### config.mk
export PLATFORM = sky130hd
export DESIGN_NAME = ramd_fifo
export DESIGN_NICKNAME = d
export VERILOG_FILES = /design/src/rtl/ramd_fifo_pkg.sv /design/src/rtl/ramd_fifo_mem.sv /design/src/rtl/ramd_fifo.sv
export SDC_FILE = /design/constraint.sdc
export NUM_CORES = 1
export LEC_CHECK = 0
export CELL_PAD_IN_SITES_DETAIL_PLACEMENT = 1
export CELL_PAD_IN_SITES_GLOBAL_PLACEMENT = 1
export CORE_MARGIN = 2
export CORE_UTILIZATION = 48
export CTS_CLUSTER_DIAMETER = 50
export CTS_CLUSTER_SIZE = 30
export DETAILED_ROUTE_END_ITERATION = 8
export GPL_TIMING_DRIVEN = 0
export PLACE_DENSITY = 0.84
export SETUP_SLACK_MARGIN = 0.5
export SLEW_MARGIN = 20
export SYNTH_ARGS = -nofsm -noshare
export SYNTH_HDL_FRONTEND = slang
export SYNTH_SLANG_ARGS = --single-unit
export TNS_END_PERCENT = 20
### constraint.sdc
create_clock -name clk -period 2.5 [get_ports clk]
set_input_delay 0.5 -clock clk [delete_from_list [all_inputs] [get_ports clk]]
set_output_delay 0.5 -clock clk [all_outputs]
set_load 0.1 [all_outputs]
### src/rtl/ramd_fifo_pkg.sv
// Shared defaults for the distributed-RAM FIFO.
// Holds the default data/address widths, the default flag thresholds and
// a helper that gives the width of the occupancy counter (AWIDTH+1 bits,
// so that a completely full FIFO can be told apart from an empty one).
package ramd_fifo_pkg;

  localparam int FIFO_WIDTH_DEF  = 8;
  localparam int FIFO_AWIDTH_DEF = 5;
  localparam int FIFO_AF_DEF     = 28;
  localparam int FIFO_AE_DEF     = 4;

  function automatic int cnt_width(input int aw);
    return aw + 1;
  endfunction

endpackage

### src/rtl/ramd_fifo_mem.sv
// WIDTH x 2**AWIDTH dual-port storage: synchronous write, asynchronous read.
// Written as a plain array so synthesis maps it onto distributed RAM; with
// AWIDTH==5 each data bit lands in one 32x1 dual-port cell.
// Ports:
//   clk  write clock
//   we   write enable
//   wa   write address
//   d    write data
//   ra   read address
//   r    read data, combinational from ra
module ramd_fifo_mem #(
  parameter int WIDTH  = 8,
  parameter int AWIDTH = 5
) (
  input  logic              clk,
  input  logic              we,
  input  logic [AWIDTH-1:0] wa,
  input  logic [WIDTH-1:0]  d,
  input  logic [AWIDTH-1:0] ra,
  output logic [WIDTH-1:0]  r
);

  localparam int DEPTH = 1 << AWIDTH;

  // Contents are deliberately never cleared; reset only touches the pointers.
  logic [WIDTH-1:0] mem [DEPTH];

  always_ff @(posedge clk) begin
    if (we) mem[wa] <= d;
  end

  assign r = mem[ra];

endmodule

### src/rtl/ramd_fifo.sv
// Synchronous FIFO on dual-port distributed RAM.
// Keeps read/write pointers, the occupancy count, the registered read data,
// programmable almost-full/almost-empty flags and sticky overflow/underflow.
// Ports:
//   clk     clock, all state changes on the rising edge
//   mr      synchronous active-high reset, wins over we/re
//   we, d   push request and write data
//   re      pop request
//   q       registered read data, valid the cycle after an accepted pop
//   full, empty, afull, aempty   decodes of the registered count
//   count   occupancy 0..DEPTH
//   ovf     sticky: push while full without a simultaneous pop
//   udf     sticky: pop while empty
module ramd_fifo
  import ramd_fifo_pkg::*;
#(
  parameter int WIDTH    = FIFO_WIDTH_DEF,
  parameter int AWIDTH   = FIFO_AWIDTH_DEF,
  parameter int AF_LEVEL = FIFO_AF_DEF,
  parameter int AE_LEVEL = FIFO_AE_DEF
) (
  input  logic              clk,
  input  logic              mr,
  input  logic              we,
  input  logic [WIDTH-1:0]  d,
  input  logic              re,
  output logic [WIDTH-1:0]  q,
  output logic              full,
  output logic              empty,
  output logic              afull,
  output logic              aempty,
  output logic [AWIDTH:0]   count,
  output logic              ovf,
  output logic              udf
);

  localparam int CW = cnt_width(AWIDTH);
  localparam logic [CW-1:0] DEPTH_C = CW'(1 << AWIDTH);
  localparam logic [CW-1:0] AF_C    = CW'(AF_LEVEL);
  localparam logic [CW-1:0] AE_C    = CW'(AE_LEVEL);

  logic [AWIDTH-1:0] wptr, rptr;
  logic [WIDTH-1:0]  rdata;
  logic              push_ok, pop_ok;

  // A push into a full FIFO is still fine when a pop frees the slot in the
  // same cycle; the async read returns the old word before it is overwritten.
  assign push_ok = we & (~full | re);
  assign pop_ok  = re & ~empty;

  assign full   = (count == DEPTH_C);
  assign empty  = (count == '0);
  assign afull  = (count >= AF_C);
  assign aempty = (count <= AE_C);

  ramd_fifo_mem #(
    .WIDTH  (WIDTH),
    .AWIDTH (AWIDTH)
  ) u_mem (
    .clk (clk),
    .we  (push_ok),
    .wa  (wptr),
    .d   (d),
    .ra  (rptr),
    .r   (rdata)
  );

  always_ff @(posedge clk) begin
    if (mr) begin
      wptr  <= '0;
      rptr  <= '0;
      count <= '0;
      q     <= '0;
      ovf   <= 1'b0;
      udf   <= 1'b0;
    end else begin
      if (push_ok) wptr <= wptr + 1'b1;
      if (pop_ok) begin
        rptr <= rptr + 1'b1;
        q    <= rdata;
      end
      count <= count + CW'(push_ok) - CW'(pop_ok);
      ovf   <= ovf | (we & full & ~re);
      udf   <= udf | (re & empty);
    end
  end

endmodule

=== Word level (Yosys, flattened, before mapping) ===
Memories as Yosys holds them, arrays and structs flattened. A register that Yosys moved wholly into a read port is not among the register bits.
Cells that the tools add are included.

* Register bits: 18
* Bits in writable memories: 256
* Output and inout bits: 20
* Word-level logic and storage cells: 27
* Memories kept: 1

* $add $sub $neg: 4
* Magnitude comparators: 2
* Equality and inequality tests: 1
* Mux-type cells: 2
* Bitwise operators: 11
* Reduce and logical (&&, ||, !) cells: 1

{| class="wikitable"
|+ Memories
! memory !! words !! bits a word !! rd ports !! clocked after Yosys merged registers in !! write ports !! line !! source
|-
| u_mem.mem || 32 || 8 || 1 || 1 || 1 || ramd_fifo_mem.sv:26 || <nowiki>logic [WIDTH-1:0] mem [DEPTH];</nowiki>
|}

{| class="wikitable"
|+ Operators by type and width
! kind !! number
|-
| adder 5 x 1 -> 5 bit (second input constant) || 2
|-
| adder 6 x 1 -> 6 bit || 1
|-
| == test 6 bit (second input constant) || 1
|-
| >= comparator 6 x 5 -> 1 bit (second input constant) || 1
|-
| less-or-equal comparator 6 x 3 -> 1 bit (second input constant) || 1
|-
| logical NOT 6 bit || 1
|-
| subtractor 6 x 1 -> 6 bit || 1
|-
| AND 1 bit || 5
|-
| NOT 1 bit || 3
|-
| bitwise OR 1 bit || 3
|-
| two-way mux 1 bit || 2
|}

=== Longest topological paths before layout ===
* Depth in word-level cells: 6
* Gate-level depth with buffers: 14
* Mapped depth without buffers: 14

=== Cells and area by module ===
From an unflattened synthesis, not the netlist that was laid out.

* Cells, all modules: 560
* Area, all modules: 11,235.8 um2

{| class="wikitable"
|+ By module, submodules not included
! module !! instances !! cells each !! area an instance (um2) !! sequential area each (um2)
|-
| ramd_fifo_mem || 1 || 409 || 9,893.2 || 7,687.4
|-
| ramd_fifo || 1 || 151 || 1,342.5 || 520.5
|}

=== Worst setup path after synthesis ===
No wires, ideal clock.

* Path type: register to output
* From: reg count[2]
* To: out aempty
* Data arrival time: 3,630 ps
* Path slack: -1,630 ps
* Stages on the path, launching flop included: 4
* Buffers on the path: 0
* Path through: dfxtp_1 ha_1 nand2_1 o31ai_1

* Longest elaborated chain between the ends: 1

{| class="wikitable"
|+ Ends and longest elaborated chain
! element !! line !! source
|-
| start: declaration || ramd_fifo.sv:32 || <nowiki>output logic [AWIDTH:0] count,</nowiki>
|-
| start signal: assignment || ramd_fifo.sv:82 || <nowiki>count <= count + CW'(push_ok) - CW'(pop_ok);</nowiki>
|-
| less-or-equal comparator 6 x 3 -> 1 bit || ramd_fifo.sv:54 || <nowiki>assign aempty = (count <= AE_C);</nowiki>
|-
| end: declaration || ramd_fifo.sv:31 || <nowiki>output logic aempty,</nowiki>
|}

No other way between the ends.

=== Worst setup path in the final report ===
* From: reg count[2]
* To: reg count[4]

* Longest elaborated chain between the ends: 6
* Elaborated cells on any way between the ends: 9

{| class="wikitable"
|+ Ends and longest elaborated chain
! element !! line !! source
|-
| == test 6 bit || ramd_fifo.sv:51 || <nowiki>assign full = (count == DEPTH_C);</nowiki>
|-
| NOT 1 bit || ramd_fifo.sv:48 || <nowiki>assign push_ok = we & (~full | re);</nowiki>
|-
| bitwise OR 1 bit || ramd_fifo.sv:48 ||
|-
| AND 1 bit || ramd_fifo.sv:48 ||
|-
| adder 6 x 1 -> 6 bit || ramd_fifo.sv:82 ||
|-
| subtractor 6 x 1 -> 6 bit * || ramd_fifo.sv:82 ||
|}

Every way passes the cells marked *; elsewhere a longest branch is shown, timed or not.
A chain may end at the register's enable or synchronous reset.

==> impl_metrics.yaml <==
route:
  drc: 0
  viasPerCell: 6.07
  wirelength_mm: 29.4
  wire_per_inst_um: 27.9
  dr.pass1.iters: 7
  antenna_left: 0
  drt_iter0_drc: 703
  vias: 6397
setup_path:
  required_ns: 2.89
  crit_arrival_ns: 2.83
  critPathMaxStageDelay_ns: 0.36
  setup.worst_path.start_class: "register"
  rrSetupSlack_ns: 0.05
  path_buf_inv: 4
  crit_fanout: 5
  crit_slowest_cell: "dfxtp_4"
  path_depth: 14
  critPathTopFamily: "adder cells"
  reg2regPathDepth: 14
  rr_endpoint: "count[4]"
  r2r_start: "count[2]"
  cp-end-kind: "register"
  path_cells: "inv_4 > ha_4 > nand4bb_4 > o21a_4 > inv_4 > ha_4 > inv_4 > ha_4 > inv_2 > fa_2 > nand2b_4 > a21oi_4 > o21a_1 > nor3_2"
  crit_type: "reg -> reg"
clock_network:
  cts_tree: "done"
  numCtsBuffers: 25
  cts_root_buf: "clkbuf_16"
  htree_levels: 1
  ctsHoldBuffers: 0
  clk_path_buf_depth: 3
  clk_latency_ns: 0.54
  cts_sinks: 282
  worst_setup_hold_path_clk_slew_ns: 0.08
cells_and_area:
  ff_latch_area_mm2: 0.00824
  nFillCells: 1956
  final_nets: 753
  drive_gt1_share_pct: 35.1
  fin_cells: 1054
  multi_input_comb_area_mm2: 0.00325
  final_core_utilization_pct: 59.7
  synthToLayoutAreaGrowth_pct: 21.3
  num_antenna_cells: 0
placement:
  placed_cells: 981
  place_congestion: 0.812
  io_buffer_count: 31
  dpl.hpwl_mm: 17.2
hold_path:
  min_from: "ovf"
  min_path_type: "reg -> reg"
  min_path_cells: 2
  min_to: "ovf"
synthesis:
  synthTopCellsByArea: "edfxtp_1, mux4_2, dfxtp_1"
  synth_top_area_share_pct: 68.5
  synth_edf_count: 256
  syn_inst: 637
  yosysSeqAreaShare_pct: 73.2
  syn_avg_cell_area_um2: 17.6
  synth_nets: 667
  syn_area_mm2: 0.0112
  yosysTopAreaCell: "edfxtp_1"
  synth_flop_cell: "edfxtp_1"
  synth.distinct_cells: 45
  ys_ff_latch: 282
  synth_common_cells: "edfxtp_1, nor2_1, mux4_2"
  synth.most_common_cell: "edfxtp_1"
  async_flop_share_pct: 0
  yosysWarnings: 0
floorplan:
  die_h_um: 157
  rows: 55
  dieArea_mm2: 0.0246
  core_mm2: 0.0228
  start_util_pct: 49.2
  pin_count: 32
  die_w_um: 157
grt:
  first_global_vias: 6753
  grt_max_degree: 33
  groute.usage.overall_pct: 23.8
  grt_first_pass_wirelength_mm: 42.8
  grt-ovfl-total: 0
  antenna_found_initial: 1
pwr:
  vdd_ir_drop_max_mv: 1.33
  switching_share_pct: 34.2
  pwr_density_cell_mw_per_mm2: 1010
  leakage_uw: 0.00433
  clkPwrFrac_pct: 29.6
  p_sw_uw: 4690
  internal_power_uw: 9000
  power.share.sequential_pct: 40.0
  power_frac_comb_pct: 30.4
run:
  max_cap_viol_count: 0
timing:
  finClkSkew_ns: 0.0210
  max_freq_mhz: 409
  setup_viol: 0
  hold_violations: 0
  final_max_slew_viol_count: 0
  layout_min_cycle_time_ns: 2.45
  relSlewSlack_pct: 37.3
  worst_pin_slew_ns: 0.938
  finalCritPeriodShare_pct: 97.9
  rsz0062_at_grt: "yes"
run_status:
  status: "finished, final reports clean"
==> power groups by stage <==
stage                     clock, uW  sequential (uW)  combinational, uW
after CTS                      4040             5470               3840
after global placement            0             5560               3270
final                          4050             5470               4160
after floorplan                   0             6140               1910
after detailed placement          0             5570               3400
after global routing           4210             5490               4390
==> metal layers <==
metal	vias up	wire, um	track usage [%]
met2	266	15100	40.1
met4	2	612	7.51
li1	2710	-	-
met1	3368	12000	32.3
met3	51	1710	3.41
met5	-	8	0
==> through the flow <==
step	hold slack, ns	setup TNS [ns]	setup WS, ns	power [uW]	instance area (um2)
after floorplan	0.481	0	0.0118	8050	11400
after global placement	0.465	-51.90	-0.348	8830	12100
after detailed placement	0.466	-80.81	-0.457	8970	12100
after CTS	0.499	0	0.0743	13300	13400
after global routing	0.521	-0.113	-0.0359	14100	13600
final	0.494	0	0.0533	13700	13600
==> worst register-to-register path: stages (launching register included) <==
cell	delay [ns]
dfxtp_4	0.36
inv_4	0.06
ha_4	0.17
nand4bb_4	0.14
o21a_4	0.27
inv_4	0.07
ha_4	0.20
inv_4	0.05
ha_4	0.13
inv_2	0.04
fa_2	0.34
nand2b_4	0.16
a21oi_4	0.14
o21a_1	0.16
nor3_2	0.04
==> flip-flops by register name, summed over array words and instances (netlist names) <==
signal and flops:
count 6, rptr 5, q 8, wptr 5, u_mem.mem 256, ovf 1
udf 1
==> placed cells by master (no fill, tap or decap), types with 5 or more instances in the layout <==
master / n
buf_4: 27
dfxtp_4: 8
edfxtp_1: 256
clkbuf_16: 25
o21ai_0: 9
o22ai_1: 7
mux2_2: 16
a32o_1: 8
clkdlybuf4s15_2: 8
inv_1: 9
buf_12: 7
ha_4: 7
nand2_1: 17
nor2_4: 18
a22oi_1: 5
nor2_1: 28
a22o_1: 6
clkbuf_2: 6
inv_6: 5
mux4_2: 40
ha_1: 9
mux2i_1: 33
buf_2: 14
inv_4: 5
nand3_1: 13
clkbuf_1: 7
nor2_2: 9
buf_6: 7
a221oi_1: 6
o21a_1: 5
dfxtp_1: 18
==> final cells by class <==
type                            count  share of cell area (%)
Inverter                           19                   0.690
Buffer                             30                    1.75
Tap cell                          313                    2.88
Sequential cell                   282                    60.5
Multi-Input combinational cell    306                    23.9
Timing Repair Buffer               59                    3.93
Clock buffer                       26                    4.63
Clock inverter                     19                    1.73
==> cell families (layout without fill, tap and decap cells) <==
logic type	after synthesis	after routing	synth area share, %
AO/OA/AOI/OAI	69	69	4.51
XOR/XNOR	7	7	0.547
adder cells (fa/ha/maj)	18	18	2.07
buffers and inverters	49	153	1.81
flip-flops	282	282	73.2
multiplexers	89	89	12.6
AND/OR/NAND/NOR	123	123	5.31
==> repair_timing <==
item,in CTS,in global routing
cloned,1,0
endpoints found under the setup margin,294,268
hold endpoints to repair,0,0
resized for setup,139,71
setup buffers,21,6
pin swaps,26,37
==> worst max-delay path by stage <==
stage | to | startpoint | slack, ns
after CTS | count[4] | count[2] | 0.07
after detailed placement | u_mem.mem[15][6] | re | -0.46
after global placement | wptr[4] | re | -0.35
after floorplan | count[4] | count[5] | 0.01
final | count[4] | count[2] | 0.05
after global routing | count[4] | count[2] | -0.04
Note: power is estimated with default switching activity, not from simulation.
